File: src/rtl/switch_egress_arbiter.sv
// Switch egress arbiter: round-robin grant over NUM_PORTS AXI-Stream requesters,
// grant locked for a whole frame, oversize frames truncated (forced tlast) with
// the remainder drained, and saturating frame statistics.
module switch_egress_arbiter #(
    parameter int NUM_PORTS  = 4,
    parameter int DATA_WIDTH = 16,
    parameter int MAX_BEATS  = 1024,
    parameter int CNT_WIDTH  = 16
) (
    input  logic                            clk,
    input  logic                            reset,
    input  logic [NUM_PORTS*DATA_WIDTH-1:0] in_tdata,
    input  logic [NUM_PORTS-1:0]            in_tvalid,
    input  logic [NUM_PORTS-1:0]            in_tlast,
    output logic [NUM_PORTS-1:0]            in_tready,
    output logic [DATA_WIDTH-1:0]           out_tdata,
    output logic                            out_tvalid,
    output logic                            out_tlast,
    input  logic                            out_tready,
    output logic [$clog2(NUM_PORTS)-1:0]    grant_id,
    output logic                            busy,
    output logic [CNT_WIDTH-1:0]            frames_fwd,
    output logic [CNT_WIDTH-1:0]            frames_trunc
);

    localparam int GW = $clog2(NUM_PORTS);
    localparam int BW = $clog2(MAX_BEATS + 1);
    localparam logic [BW-1:0] LAST_BEAT = BW'(MAX_BEATS - 1);

    typedef enum logic [1:0] {
        IDLE  = 2'd0,
        PASS  = 2'd1,
        DRAIN = 2'd2
    } state_t;

    state_t           state_q;
    logic [GW-1:0]    rr_ptr_q;
    logic [GW-1:0]    grant_id_q;
    logic [BW-1:0]    beat_cnt_q;
    logic [CNT_WIDTH-1:0] frames_fwd_q;
    logic [CNT_WIDTH-1:0] frames_trunc_q;

    logic [GW-1:0]    rr_ptr_d;
    logic [CNT_WIDTH-1:0] frames_fwd_d;
    logic [CNT_WIDTH-1:0] frames_trunc_d;

    logic [DATA_WIDTH-1:0] port_data [NUM_PORTS];
    logic             pick_valid;
    logic [GW-1:0]    pick_idx;
    logic [GW-1:0]    cand;
    logic             g_valid;
    logic             g_last;
    logic             at_limit;
    logic             out_hs;

    // Split the flat data bus into one word per requester.
    generate
        for (genvar gi = 0; gi < NUM_PORTS; gi++) begin : g_unpack
            assign port_data[gi] = in_tdata[gi*DATA_WIDTH +: DATA_WIDTH];
        end
    endgenerate

    assign g_valid  = in_tvalid[grant_id_q];
    assign g_last   = in_tlast[grant_id_q];
    assign at_limit = (beat_cnt_q == LAST_BEAT);
    assign out_hs   = out_tvalid & out_tready;

    // Round-robin pick: first requesting port at or after rr_ptr, wrapping.
    // Scanning from the far end lets the nearest candidate overwrite the rest.
    always_comb begin
        pick_valid = 1'b0;
        pick_idx   = '0;
        cand       = '0;
        for (int k = NUM_PORTS - 1; k >= 0; k--) begin
            cand = GW'((int'(rr_ptr_q) + k) % NUM_PORTS);
            if (in_tvalid[cand]) begin
                pick_valid = 1'b1;
                pick_idx   = cand;
            end
        end
    end

    // Next pointer after a frame, and saturating counter increments.
    always_comb begin
        rr_ptr_d       = (grant_id_q == GW'(NUM_PORTS - 1)) ? '0 : grant_id_q + 1'b1;
        frames_fwd_d   = (frames_fwd_q == '1) ? frames_fwd_q : frames_fwd_q + 1'b1;
        frames_trunc_d = (frames_trunc_q == '1) ? frames_trunc_q : frames_trunc_q + 1'b1;
    end

    // Forwarding path driven from the registered grant; quiet outside PASS/DRAIN.
    always_comb begin
        in_tready  = '0;
        out_tdata  = '0;
        out_tvalid = 1'b0;
        out_tlast  = 1'b0;
        case (state_q)
            PASS: begin
                out_tdata             = port_data[grant_id_q];
                out_tvalid            = g_valid;
                out_tlast             = g_last | at_limit;
                in_tready[grant_id_q] = out_tready;
            end
            DRAIN: begin
                in_tready[grant_id_q] = 1'b1;
            end
            default: ;
        endcase
    end

    // Arbitration FSM, beat counting and statistics.
    always_ff @(posedge clk) begin
        if (reset) begin
            state_q        <= IDLE;
            rr_ptr_q       <= '0;
            grant_id_q     <= '0;
            beat_cnt_q     <= '0;
            frames_fwd_q   <= '0;
            frames_trunc_q <= '0;
        end else begin
            case (state_q)
                IDLE: begin
                    if (pick_valid) begin
                        grant_id_q <= pick_idx;
                        state_q    <= PASS;
                    end
                end
                PASS: begin
                    if (out_hs) begin
                        if (g_last) begin
                            // A genuine last wins even on the truncation boundary.
                            frames_fwd_q <= frames_fwd_d;
                            rr_ptr_q     <= rr_ptr_d;
                            beat_cnt_q   <= '0;
                            state_q      <= IDLE;
                        end else if (at_limit) begin
                            frames_fwd_q   <= frames_fwd_d;
                            frames_trunc_q <= frames_trunc_d;
                            state_q        <= DRAIN;
                        end else begin
                            beat_cnt_q <= beat_cnt_q + 1'b1;
                        end
                    end
                end
                DRAIN: begin
                    if (g_valid && g_last) begin
                        rr_ptr_q   <= rr_ptr_d;
                        beat_cnt_q <= '0;
                        state_q    <= IDLE;
                    end
                end
                default: state_q <= IDLE;
            endcase
        end
    end

    assign grant_id     = grant_id_q;
    assign busy         = (state_q != IDLE);
    assign frames_fwd   = frames_fwd_q;
    assign frames_trunc = frames_trunc_q;

endmodule
File: config.mk
export PLATFORM = sky130hd
export DESIGN_NAME = switch_egress_arbiter
export DESIGN_NICKNAME = d
export VERILOG_FILES = /design/src/rtl/switch_egress_arbiter.sv
export SDC_FILE = /design/constraint.sdc
export NUM_CORES = 1
export LEC_CHECK = 0
export CAP_MARGIN = 20
export CORE_MARGIN = 3
export CORE_UTILIZATION = 44
export CTS_CLUSTER_DIAMETER = 120
export DETAILED_ROUTE_END_ITERATION = 8
export PLACE_DENSITY = 0.81
export SKIP_LAST_GASP = 1
export SYNTH_ARGS = -nofsm -noshare
export SYNTH_HDL_FRONTEND = slang
export SYNTH_SLANG_ARGS = --single-unit
File: constraint.sdc
create_clock -name clk -period 2.7 [get_ports clk]
set_input_delay 0.27 -clock clk [delete_from_list [all_inputs] [get_ports clk]]
set_output_delay 0.27 -clock clk [all_outputs]
set_load 0.01 [all_outputs]
After elaboration in Yosys (flattened, before gate mapping) --
Index checks and enable logic that the tools add are counted.
Storage, ports and cells: output and inout bits 57, input port bits 75, word-level logic and storage cells 98, flip-flop bits (word level) 49
Cells by class: mux-type cells 48, $lt $le $gt $ge 7, reduce and logical (&&, ||, !) cells 12, bitwise operators 6, equality and inequality tests 12, add/sub/neg operators 7
Operators with widths (count):
- $mux W16 | 6
- $mux W11 | 4
- $add A16 B1 Y16 const B | 2
- $bmux W16 S2 | 1
- $eq A16 B16 Y1 const B | 2
- $mux W2 | 13
- $pmux W11 S2 | 1
- $lt A2 B3 Y1 const B | 5
- $mux W1 | 13
- $bmux W1 S2 | 6
- $reduce_and A4 Y1 | 3
- $add A11 B1 Y11 const B | 1
- $eq A11 B10 Y1 const B | 1
- $ne A2 B2 Y1 const B | 4
- $pmux W4 S2 | 1
- $ne A3 B3 Y1 const B | 2
- $pmux W2 S3 | 1
- $reduce_bool A2 Y1 | 3
- $reduce_and A5 Y1 | 1
- $add A2 B1 Y2 const B | 2
- $add A2 B2 Y2 const B | 2
- $and A4 B4 Y4 | 1
- $eq A2 B2 Y1 const B | 2
- $pmux W2 S2 | 1
- 12 further kinds | 14

Logic depth before layout (Yosys ltp) --
depth after elaboration 9, depth in mapped cells 9, depth with buffers taken out 7

Worst setup path before layout --
Ideal clock, no wire load.
path kind reg2reg, start register grant_id_q[1], in the netlist grant_id[1], end register beat_cnt_q[8], buffers on the path 2, clock period less this slack 2.230 ns, arrival time 2.098 ns, required time 2.568 ns, path slack 0.470 ns, cell stages (with the launch flop) 8, setup time 0.132 ns, cell sequence dfxtp_1 buf_2 mux4_2 or4_1 and4_1 buf_6 nand4_1 a21oi_1
On the way: cells in the longest elaborated chain, start to end 6, elaborated cells between the ends (all ways) 14, classes of those cells 3 x eq/ne; 8 x mux; 1 x bitwise; 2 x reduce/logical
Ends and longest elaborated chain:
- start, declared | line 38 | logic [GW-1:0] grant_id_q;
- start signal, assigned | line 123 | grant_id_q <= pick_idx;
- $bmux W1 S2 | line 63 | assign g_valid = in_tvalid[grant_id_q];
- $mux W1 (implied by the code) | line 63
- $mux W1 | line 96 | case (state_q)
- $and A1 B1 Y1 | line 66 | assign out_hs = out_tvalid & out_tready;
- $ne A2 B2 Y1 (no source line)
- $reduce_and A4 Y1 (no source line)
- end signal, assigned | line 140 | beat_cnt_q <= beat_cnt_q + 1'b1;
- end, declared | line 39 | logic [BW-1:0] beat_cnt_q;
Several ways; a longest one is shown, not always the timed one. The select of a mux whose other input is x is not followed. A chain may end at the register's enable or synchronous reset.

Worst setup path in the final report --
start register beat_cnt_q[0], end output out_tlast
On the way: cells in the longest elaborated chain, start to end 3
Ends and longest elaborated chain:
- $eq A11 B10 Y1 | line 65 | assign at_limit = (beat_cnt_q == LAST_BEAT);
- $or A1 B1 Y1 | line 100 | out_tlast = g_last | at_limit;
- $mux W1 | line 96
- end, declared | line 18 | output logic out_tlast,
No other way between the ends.

==> reports/summary.txt <==
Finished Cell Area: 4866 um2
Area after DPL: 4780 um2
HPWL Detailed: 8.283 mm
clk_skew: 0.002564 ns
hold path depth: 2
Critical Path Start Type: flip-flop
Core Region: 7292 um2
worst r2r src: beat_cnt_q[0]
Fmax: 392.2 MHz
die area: 8643 um2
vias in the first global route: 3322
register-to-register setup slack: 0.33 ns
Worst-path clk slew: 0.09 ns
Post-Synthesis Cell Area: 3328 um2
Leak: 1.663 nW
worst IR drop on VDD: 0.2979 mV
Slew @ Worst Pin: 0.5374 ns
Worst Path Max Fanout: 6
later-pin clock latency in the skew report: 0.30 ns
Area Overhead vs Synth: 46.20%
largest net degree at the start of global routing: 49
CTS tree: built
slowest CP cell: clkdlybuf4s50_1
outcome: completed
starting DRC count in detailed routing: 179
FILL cells: 607
Overall Global Routing Usage: 0.2389
CTS Buf Count: 5
CTS sink cnt: 49
num rows: 31
most frequent CP cell: nor2_1
reg2reg path depth: 7
R2R Path End: frames_trunc[7]
Net count, final: 596
post-synth cell types: 54
max cap viols: 0
ys async rst share: 0
Post-Syn Instances: 381
Syn. warnings: 0
Top delay family on crit path: simple AND/OR/NAND/NOR gates
gr ovfl total: 0
H-tree depth: 2
Power Density: 497.8 nW/um2
Tightest Hold Check Type: reg2reg
Setup crit end kind: primary output
Post-synth EDFFs: 0
Syn Area/Cell: 8.735 um2
Worst EP required: 2.43 ns
CP bufs+invs: 1
clk buf depth: 2
Die W: 92.97 um
die height: 92.97 um
layout cell share with drive strength beyond 1: 0.1037
prevailing post-synth register cell: dfxtp_1
Fin. Hold Viols: 0
effective utilization at floorplan: 0.4564
antenna violations before repair: 0
min Tclk post-route: 2.550 ns
critical path class: reg2out
RSZ-0062 raised after global routing: false
FF+latch count, synth: 49
Worst EP arrival: 2.28 ns
global placer's final weighted congestion: 0.8508
number of diodes: 0
vias per cell: 5.800
Routed Antenna Nets: 0
Slew HR: 0.6367
CTS Hold Bufs: 0
CP cell instances: ha_1 -> nand3_1 -> nor4_4 -> nor2_1 -> nor2_1 -> clkdlybuf4s50_1
hold path endpoint: state_q[1]
min-delay src: state_q[1]
Final period util: 0.9445
PortBufs: 131
Pre-Repair DR Iteration Count: 4
Detailed Route WL: 10.63 mm
CTS root buffer: clkbuf_8
TNS Setup: 0 ns
first-pass GRT wire length: 16.75 mm
vias: 3538
Final Slew Violations: 0
WL per Instance: 17.42 um
number of setup buffers added after CTS: 0
Seq/Total Area, Yosys: 0.2947
Post-CTS Resized: 0
final setup vio count: 0
Synth Net Count: 466
crit-path max cell delay: 0.57 ns
# IOs: 132
# DRC: 0
-- power by group --
group	internal [W]	switching, W	total [W]
logic	0.000610	0.000567	0.00118
registers	0.000758	0.0000423	0.000800
clock network	0.000204	0.000241	0.000445
total	0.00157	0.000850	0.00242
-- tightest hold or removal path: cells and delay by family, from the launching register on --
| kind | cells | cell delay, ns |
|---|---|---|
| and+or+nand+nor | 1 | 0.06 |
| muxes | 1 | 0.06 |
| DFF | 1 | 0.34 |
-- worst max path at each step --
| stage | end | slack, ns | from | depth (start not counted) |
|---|---|---|---|---|
| floorplan | beat_cnt_q[8] | 0.47 | grant_id[1] | 7 |
| global placement | frames_trunc[7] | 0.20 | in_tvalid[1] | 7 |
| detailed placement | frames_trunc[7] | 0.15 | in_tvalid[1] | 7 |
| CTS | out_tlast | 0.15 | beat_cnt_q[0] | 6 |
| global route | out_tlast | 0.05 | beat_cnt_q[0] | 6 |
| finish | out_tlast | 0.15 | beat_cnt_q[0] | 6 |
-- cells in the final DEF, fill, tap and decap left out, types with 3 or more instances in the layout --
cell type	synthesis	layout
or2_2	4	4
o31ai_1	11	11
clkdlybuf4s50_1	0	131
nor4_1	6	6
mux2i_1	4	4
mux4_2	18	18
nand4_1	12	12
o21ai_1	3	3
nor2b_1	5	5
and4_1	5	5
a21oi_1	31	31
nand3_1	19	19
mux2_2	3	3
nand2_1	23	23
or4_1	18	18
and2_1	24	24
nor3_1	8	8
ha_1	10	10
o211ai_1	3	3
nor2_1	20	20
a21o_1	6	6
buf_4	0	12
or3_1	9	9
o31a_1	3	3
o21ai_0	13	13
inv_1	14	14
clkbuf_8	0	6
o21a_1	4	4
a21oi_2	3	3
and3_1	6	6
dfxtp_1	49	49
-- registers in the layout, summed over array words and instances (netlist names) --
signal / cells
rr_ptr_q: 2
grant_id: 2
state_q: 2
frames_fwd: 16
beat_cnt_q: 11
frames_trunc: 16
-- per-layer routing --
| layer | share of wire | routed length [um] | global-route usage |
|---|---|---|---|
| met1 | 0.42 | 4417 | 0.2819 |
| met2 | 0.49 | 5199 | 0.4247 |
| met3 | 0.080 | 855 | 0.06919 |
| met4 | 0.014 | 153 | 0.05983 |
| met5 | 0 | 0 | 0 |
-- metrics by stage --
step	cells	utilization	hold WS, ns	power (W)	setup WS (ns)
finish	610	0.6673	0.5013	0.002422	0.1500
global route	610	0.6673	0.5163	0.002553	0.05202
CTS	610	0.6673	0.5036	0.002431	0.1518
detailed placement	603	0.6555	0.4915	0.001994	0.1532
global placement	603	0.6555	0.4648	0.001966	0.1960
floorplan	381	-	0.4415	0.001495	0.4700
-- Yosys cell counts, drive strengths merged, types with 9 or more instances --
cell	number	share of area
dfxtp	49	0.29
a21oi	34	0.055
and2	24	0.045
nand2	23	0.026
nor2	21	0.026
nand3	19	0.029
mux4	18	0.12
or4	18	0.041
o21ai	16	0.024
inv	14	0.016
clkbuf	12	0.014
nand4	12	0.023
o31ai	11	0.025
ha	10	0.038
buf	9	0.015
nor3	9	0.015
or3	9	0.017
-- kinds of logic after synthesis --
kind of cell	synth area share
AND/OR/NAND/NOR	0.3034
XOR/XNOR	0.002632
multiplexers	0.1474
buffers and inverters	0.04398
adder cells (fa/ha/maj)	0.03759
flip-flops	0.2947
AO/OA/AOI/OAI	0.1703
-- cell type report --
cell class	count	area [um2]	area share
multi-input combinational	297	2201	0.4523
timing repair buffer	144	1421	0.2921
sequential	49	980.9	0.2016
tap	99	123.9	0.02546
clock buffer	7	86.33	0.01774
inverter	14	52.55	0.01080
(Power assumes the default switching activity.)
